--- src/rtl/sprite_ram_loader_if.sv ---
// sprite_ram_loader_if: control, pixel stream and RAM write port of the sprite loader
interface sprite_ram_loader_if #(
  parameter int ADDR_W  = 10,
  parameter int COLOR_W = 4
) ();
  logic               start;
  logic               fill_en;
  logic [COLOR_W-1:0] fill_color;
  logic               in_valid;
  logic [COLOR_W-1:0] in_data;
  logic               in_ready;
  logic               we;
  logic [ADDR_W-1:0]  write_address;
  logic [COLOR_W-1:0] data_In;
  logic [ADDR_W-1:0]  write_x;
  logic [ADDR_W-1:0]  write_y;
  logic               busy;
  logic               done;
  modport master (
    output start, fill_en, fill_color, in_valid, in_data,
    input  in_ready, we, write_address, data_In, write_x, write_y, busy, done
  );
  modport slave (
    input  start, fill_en, fill_color, in_valid, in_data,
    output in_ready, we, write_address, data_In, write_x, write_y, busy, done
  );
endinterface

--- src/rtl/sprite_ram_loader.sv ---
// sprite_ram_loader: writes one sprite image into RAM from a pixel stream or a constant fill colour
module sprite_ram_loader #(
  parameter int SPRITE_W  = 20,
  parameter int SPRITE_H  = 20,
  parameter int ADDR_W    = 10,
  parameter int COLOR_W   = 4,
  parameter int BASE_ADDR = 0
) (
  input logic Clk,
  input logic Reset,
  sprite_ram_loader_if.slave bus
);
  localparam int N = SPRITE_W * SPRITE_H;
  localparam logic [ADDR_W-1:0] BASE     = ADDR_W'(BASE_ADDR);
  localparam logic [ADDR_W-1:0] LAST     = ADDR_W'(N - 1);
  localparam logic [ADDR_W-1:0] COL_LAST = ADDR_W'(SPRITE_W - 1);
  if (BASE_ADDR + N > (1 << ADDR_W)) begin : g_range
    $error("sprite image does not fit in the RAM address space");
  end
  typedef enum logic [1:0] {IDLE, LOAD, FILL, DONE} state_t;
  state_t state, state_nx;
  logic [ADDR_W-1:0] count, col, row;
  logic [COLOR_W-1:0] color;
  logic wr;
  // state register
  always_ff @(posedge Clk)
    state <= Reset ? IDLE : state_nx;
  // next state, handshake and status; wr marks a pixel write this cycle
  always_comb begin
    bus.in_ready = state == LOAD;
    bus.busy     = state != IDLE;
    bus.done     = state == DONE;
    wr           = (state == LOAD && bus.in_valid) || state == FILL;
    state_nx     = state == IDLE ? (bus.start ? (bus.fill_en ? FILL : LOAD) : IDLE)
                 : state == DONE ? IDLE
                 : (wr && count == LAST) ? DONE : state;
  end
  // counters and registered RAM write port; address/data hold while idle
  always_ff @(posedge Clk) begin
    if (Reset) begin
      count             <= '0;
      col               <= '0;
      row               <= '0;
      color             <= '0;
      bus.we            <= 1'b0;
      bus.write_address <= '0;
      bus.data_In       <= '0;
      bus.write_x       <= '0;
      bus.write_y       <= '0;
    end else begin
      if (state == IDLE && bus.start) begin
        count <= '0;
        col   <= '0;
        row   <= '0;
        color <= bus.fill_color;
      end else if (wr) begin
        count <= count + 1'b1;
        col   <= col == COL_LAST ? '0 : col + 1'b1;
        row   <= col == COL_LAST ? row + 1'b1 : row;
      end
      bus.we <= wr;
      if (wr) begin
        bus.write_address <= BASE + count;
        bus.data_In       <= state == FILL ? color : bus.in_data;
        bus.write_x       <= col;
        bus.write_y       <= row;
      end
    end
  end
endmodule

--- src/flat_wrapper.sv ---
// flat-port wrapper written by rule: the top's interface ports become plain ports
module sprite_ram_loader_flat 
#(
  parameter int SPRITE_W  = 20,
  parameter int SPRITE_H  = 20,
  parameter int ADDR_W    = 10,
  parameter int COLOR_W   = 4,
  parameter int BASE_ADDR = 0
)
  (Clk, Reset, bus_start, bus_fill_en, bus_fill_color, bus_in_valid, bus_in_data, bus_in_ready, bus_we, bus_write_address, bus_data_In, bus_write_x, bus_write_y, bus_busy, bus_done);
  sprite_ram_loader_if #(.ADDR_W(ADDR_W), .COLOR_W(COLOR_W)) bus_i ();
  input logic Clk;
  input logic Reset;
  input wire logic [$bits(bus_i.start)-1:0] bus_start;
  input wire logic [$bits(bus_i.fill_en)-1:0] bus_fill_en;
  input wire logic [$bits(bus_i.fill_color)-1:0] bus_fill_color;
  input wire logic [$bits(bus_i.in_valid)-1:0] bus_in_valid;
  input wire logic [$bits(bus_i.in_data)-1:0] bus_in_data;
  output wire logic [$bits(bus_i.in_ready)-1:0] bus_in_ready;
  output wire logic [$bits(bus_i.we)-1:0] bus_we;
  output wire logic [$bits(bus_i.write_address)-1:0] bus_write_address;
  output wire logic [$bits(bus_i.data_In)-1:0] bus_data_In;
  output wire logic [$bits(bus_i.write_x)-1:0] bus_write_x;
  output wire logic [$bits(bus_i.write_y)-1:0] bus_write_y;
  output wire logic [$bits(bus_i.busy)-1:0] bus_busy;
  output wire logic [$bits(bus_i.done)-1:0] bus_done;
  assign bus_i.start = bus_start;
  assign bus_i.fill_en = bus_fill_en;
  assign bus_i.fill_color = bus_fill_color;
  assign bus_i.in_valid = bus_in_valid;
  assign bus_i.in_data = bus_in_data;
  assign bus_in_ready = bus_i.in_ready;
  assign bus_we = bus_i.we;
  assign bus_write_address = bus_i.write_address;
  assign bus_data_In = bus_i.data_In;
  assign bus_write_x = bus_i.write_x;
  assign bus_write_y = bus_i.write_y;
  assign bus_busy = bus_i.busy;
  assign bus_done = bus_i.done;
  sprite_ram_loader #(.SPRITE_W(SPRITE_W), .SPRITE_H(SPRITE_H), .ADDR_W(ADDR_W), .COLOR_W(COLOR_W), .BASE_ADDR(BASE_ADDR)) u_core (.Clk(Clk), .Reset(Reset), .bus(bus_i));
endmodule
--- config.mk ---
export PLATFORM = sky130hd
export DESIGN_NAME = sprite_ram_loader_flat
export DESIGN_NICKNAME = d
export VERILOG_FILES = /design/src/rtl/sprite_ram_loader_if.sv /design/src/rtl/sprite_ram_loader.sv /design/src/flat_wrapper.sv
export SDC_FILE = /design/constraint.sdc
export NUM_CORES = 1
export LEC_CHECK = 0
export ABC_AREA = 1
export BUFFER_PORTS_ARGS = -buffer_cell sky130_fd_sc_hd__buf_2
export CAP_MARGIN = 10
export CORE_MARGIN = 2
export CORE_UTILIZATION = 56
export DETAILED_ROUTE_END_ITERATION = 16
export GPL_TIMING_DRIVEN = 0
export PLACE_DENSITY_LB_ADDON = 0.08
export SETUP_SLACK_MARGIN = 0.2
export SYNTH_ARGS = -nofsm -noshare
export SYNTH_HDL_FRONTEND = slang
export SYNTH_SLANG_ARGS = --single-unit
--- constraint.sdc ---
create_clock -name Clk -period 3.5 [get_ports Clk]
set_input_delay 0.175 -clock Clk [delete_from_list [all_inputs] [get_ports Clk]]
set_output_delay 0.175 -clock Clk [all_outputs]
set_load 0.005 [all_outputs]
==> run_results.csv <==
group,metric,value,unit
power,power.density,719,nW/um^2
yosys,avgSynthCellArea,7.37,um^2
die,die-area,6230,um^2
run,max_cap_viol_count,0,
finish,nFillCells,498,
finish,final_common_cell,"nand2_1",
yosys,ys_async_sr_fraction,0,%
finish,num-nets-final,503,
power,clkPwrFrac,28.0,%
yosys,synth_edf_count,0,
route,first_pass_iters,5,
power,power.leakage,1.63,nW
yosys,synth.mux.area_fraction,0,%
finish,diodes,0,
global_routing,grt_use_total,25.4,%
global_routing,gr-total-overflow,0,
clocking,clock_latency,0.35,ns
finish,layout-drive-gt1-share,20.8,%
clocking,root_buffer,"clkbuf_8",
finish,final_cell_mix,"nand2_1, dfxtp_1, buf_2, nor2_1, a21oi_1",
critical_path,startpoint_type,"flip-flop",
global_routing,grt_pass1_vias,2730,
clocking,tritoncts,"built",
route,viasPerCell,5.30,
die,initial_utilization,57.5,%
yosys,synth_top_flop_cell,"dfxtp_1",
die,core_area,5470,um^2
yosys,ys_types,31,
finish,layoutNonFillerInstCount,563,
die,placementRows,27,
critical_path,cp_slowest_cell,"dfxtp_1",
timing,holdWs,0.0756,ns
yosys,syn_area,3150,um^2
power,p_int,0.00176,W
yosys,yosys.area_share.simple,27.3,%
timing,worst_slack,1.79,ns
power,seqPwrFrac,40.6,%
timing,fin_setup_tns,0,ns
die,ios,51,
clocking,clockBufferDepth,2,
timing,clock_skew,0.00896,ns
clocking,htreeDepth,3,
die,die_h,78.9,um
timing,clock.fmax,584,MHz
clocking,cts_buffers,9,
yosys,syn_nets,443,
route,wire_per_inst,13.4,um
clocking,clkTransAtPathRegs,0.08,ns
power,p_sw_share,34.1,%
clocking,post_cts.repair.setup_buffers,0,
global_routing,grt_pass1_wl,12400,um
placed_design,gp_congestion,0.875,
global_routing,antenna_found_initial,0,
critical_path,critPathCaptureType,"flip-flop",
route,detail-route-antenna-nets,0,
route,wl,7540,um
timing,slew_headroom,68.0,%
placed_design,portBuffers,49,
yosys,synth_compound_area_share,16.1,%
power,p_switching,0.000909,W
die,die_w,78.9,um
critical_path,worstPathCellList,"ha_1, inv_1, nor3_2, nand3_2, nand2_1, o21ai_0, nand2_1, inv_1",
placed_design,dp_cells,548,
yosys,synth_top_family_by_area,"simple AND/OR/NAND/NOR gates",
status,status,"finished clean",
timing,period_share,48.9,%
global_routing,grt_max_degree,12,
timing,finalCriticalPeriod,1.71,ns
yosys,ys_ff_latch,71,
clocking,clkSinkCount,71,
route,first_iter_violations,246,
critical_path,required,3.75,ns
yosys,syn_inst,427,
critical_path,cp_slowest_stage_delay,0.43,ns
power,vdd_ir_drop_max,404,uV
timing,grt_setup_unrepaired,"false",
yosys,synthAdderAreaFrac,1.19,%
route,drc,0,
finish,synthToLayoutAreaGrowth,18.0,%
yosys,synth_seq_area_share,45.2,%
timing,worst_pin_slew,0.480,ns
placed_design,place_ws,1.86,ns
hold_path,hold_path_class,"in -> reg",
placed_design,place_hpwl,5420,um
clocking,cts-resized-gates,0,
timing,hold_violations,0,
power,fin_total_pwr,0.00267,W
power,pwr-share-comb,31.4,%
critical_path,arrival,1.96,ns
yosys,yosysWarnings,0,
timing,setup_viol,0,
yosys,synth-xor-area-share,1.39,%
timing,slew_violations,0,
route,num_vias,2984,
critical_path,path_class,"reg -> reg",
finish,seqCellArea,1420,um^2
clocking,holdBufCountCts,0,
critical_path,crit_fanout,5,
finish,multi_input_area,1450,um^2
power by group through the flow:
| stage | logic, W | registers, W | clock network [W] |
|---|---|---|---|
| 2_1_floorplan | 0.000507 | 0.00110 | 0 |
| 3_3_place_gp | 0.000824 | 0.00109 | 0 |
| 3_5_place_dp | 0.000834 | 0.00110 | 0 |
| 4_1_cts | 0.000838 | 0.00108 | 0.000759 |
| 5_1_grt | 0.000942 | 0.00110 | 0.000786 |
| 6_report | 0.000838 | 0.00108 | 0.000746 |
cells by family after synthesis:
logic type / Yosys count
flip-flops: 71
adder cells (fa/ha/maj): 3
AND/OR/NAND/NOR: 193
buffers and inverters: 61
XOR/XNOR: 5
AO/OA/AOI/OAI: 94
worst max-delay path: cells and delay by family (launching register included):
| kind | cells | cell delay [ns] |
|---|---|---|
| buf+inv | 2 | 0.11 |
| fa+ha+maj | 1 | 0.24 |
| flops | 1 | 0.43 |
| simple gates | 4 | 0.70 |
| compound gates | 1 | 0.13 |
cells in the mapped netlist (6+ instances only):
cell type,n,share of area (%)
inv_2,6,0.72
nand3_1,15,2.4
nand4_1,7,1.4
nor2_1,52,6.2
o21ai_0,35,5.6
nand2_1,98,12
dfxtp_1,71,45
a21oi_1,44,7.0
inv_1,39,4.7
metal layers:
metal / up-vias / wire length (um) / global-route usage, %
met2: 93 / 3550 / 39.7
met5: - / 0 / 0
met1: 1374 / 3400 / 34.1
met4: 0 / 116 / 12.9
li1: 1506 / - / -
met3: 11 / 473 / 4.09
per-stage QoR:
step | util, % | instance area (um^2)
2_1_floorplan | - | 3150
3_3_place_gp | 63.6 | 3480
3_5_place_dp | 63.6 | 3480
4_1_cts | 67.8 | 3710
5_1_grt | 67.8 | 3710
6_report | 67.8 | 3710
area by class of cell:
type	instances	share of cell area [%]
Multi-Input combinational cell	295	39.0
Sequential cell	71	38.3
Timing Repair Buffer	49	6.61
Inverter	45	4.55
Clock buffer	12	4.45
Buffer	16	2.90
Tap cell	72	2.43
Clock inverter	3	1.75
registers in the layout, indices dropped and copies added, names as in the netlist:
register,flops
u_core.bus.we,1
u_core.bus.write_x,10
u_core.bus.data_In,4
u_core.bus.write_address,10
u_core.bus.write_y,10
u_core.count,10
u_core.state,2
u_core.col,10
u_core.color,4
u_core.row,10
final timing paths:
check                                            from                                        to  slack (ns)  cells past startpoint
min                                 bus_fill_color[3]              u_core.color[3]$_SDFFE_PP0P_        0.08                      3
max reg2reg                u_core.col[0]$_SDFFE_PP0P_                u_core.row[5]$_SDFFE_PP0P_        1.79                      8
max                        u_core.col[0]$_SDFFE_PP0P_                u_core.row[5]$_SDFFE_PP0P_        1.79                      8
min reg2reg  u_core.bus.write_address[6]$_SDFFE_PP0P_  u_core.bus.write_address[6]$_SDFFE_PP0P_        0.46                      2
No activity file was read; power rests on OpenSTA's default activity.
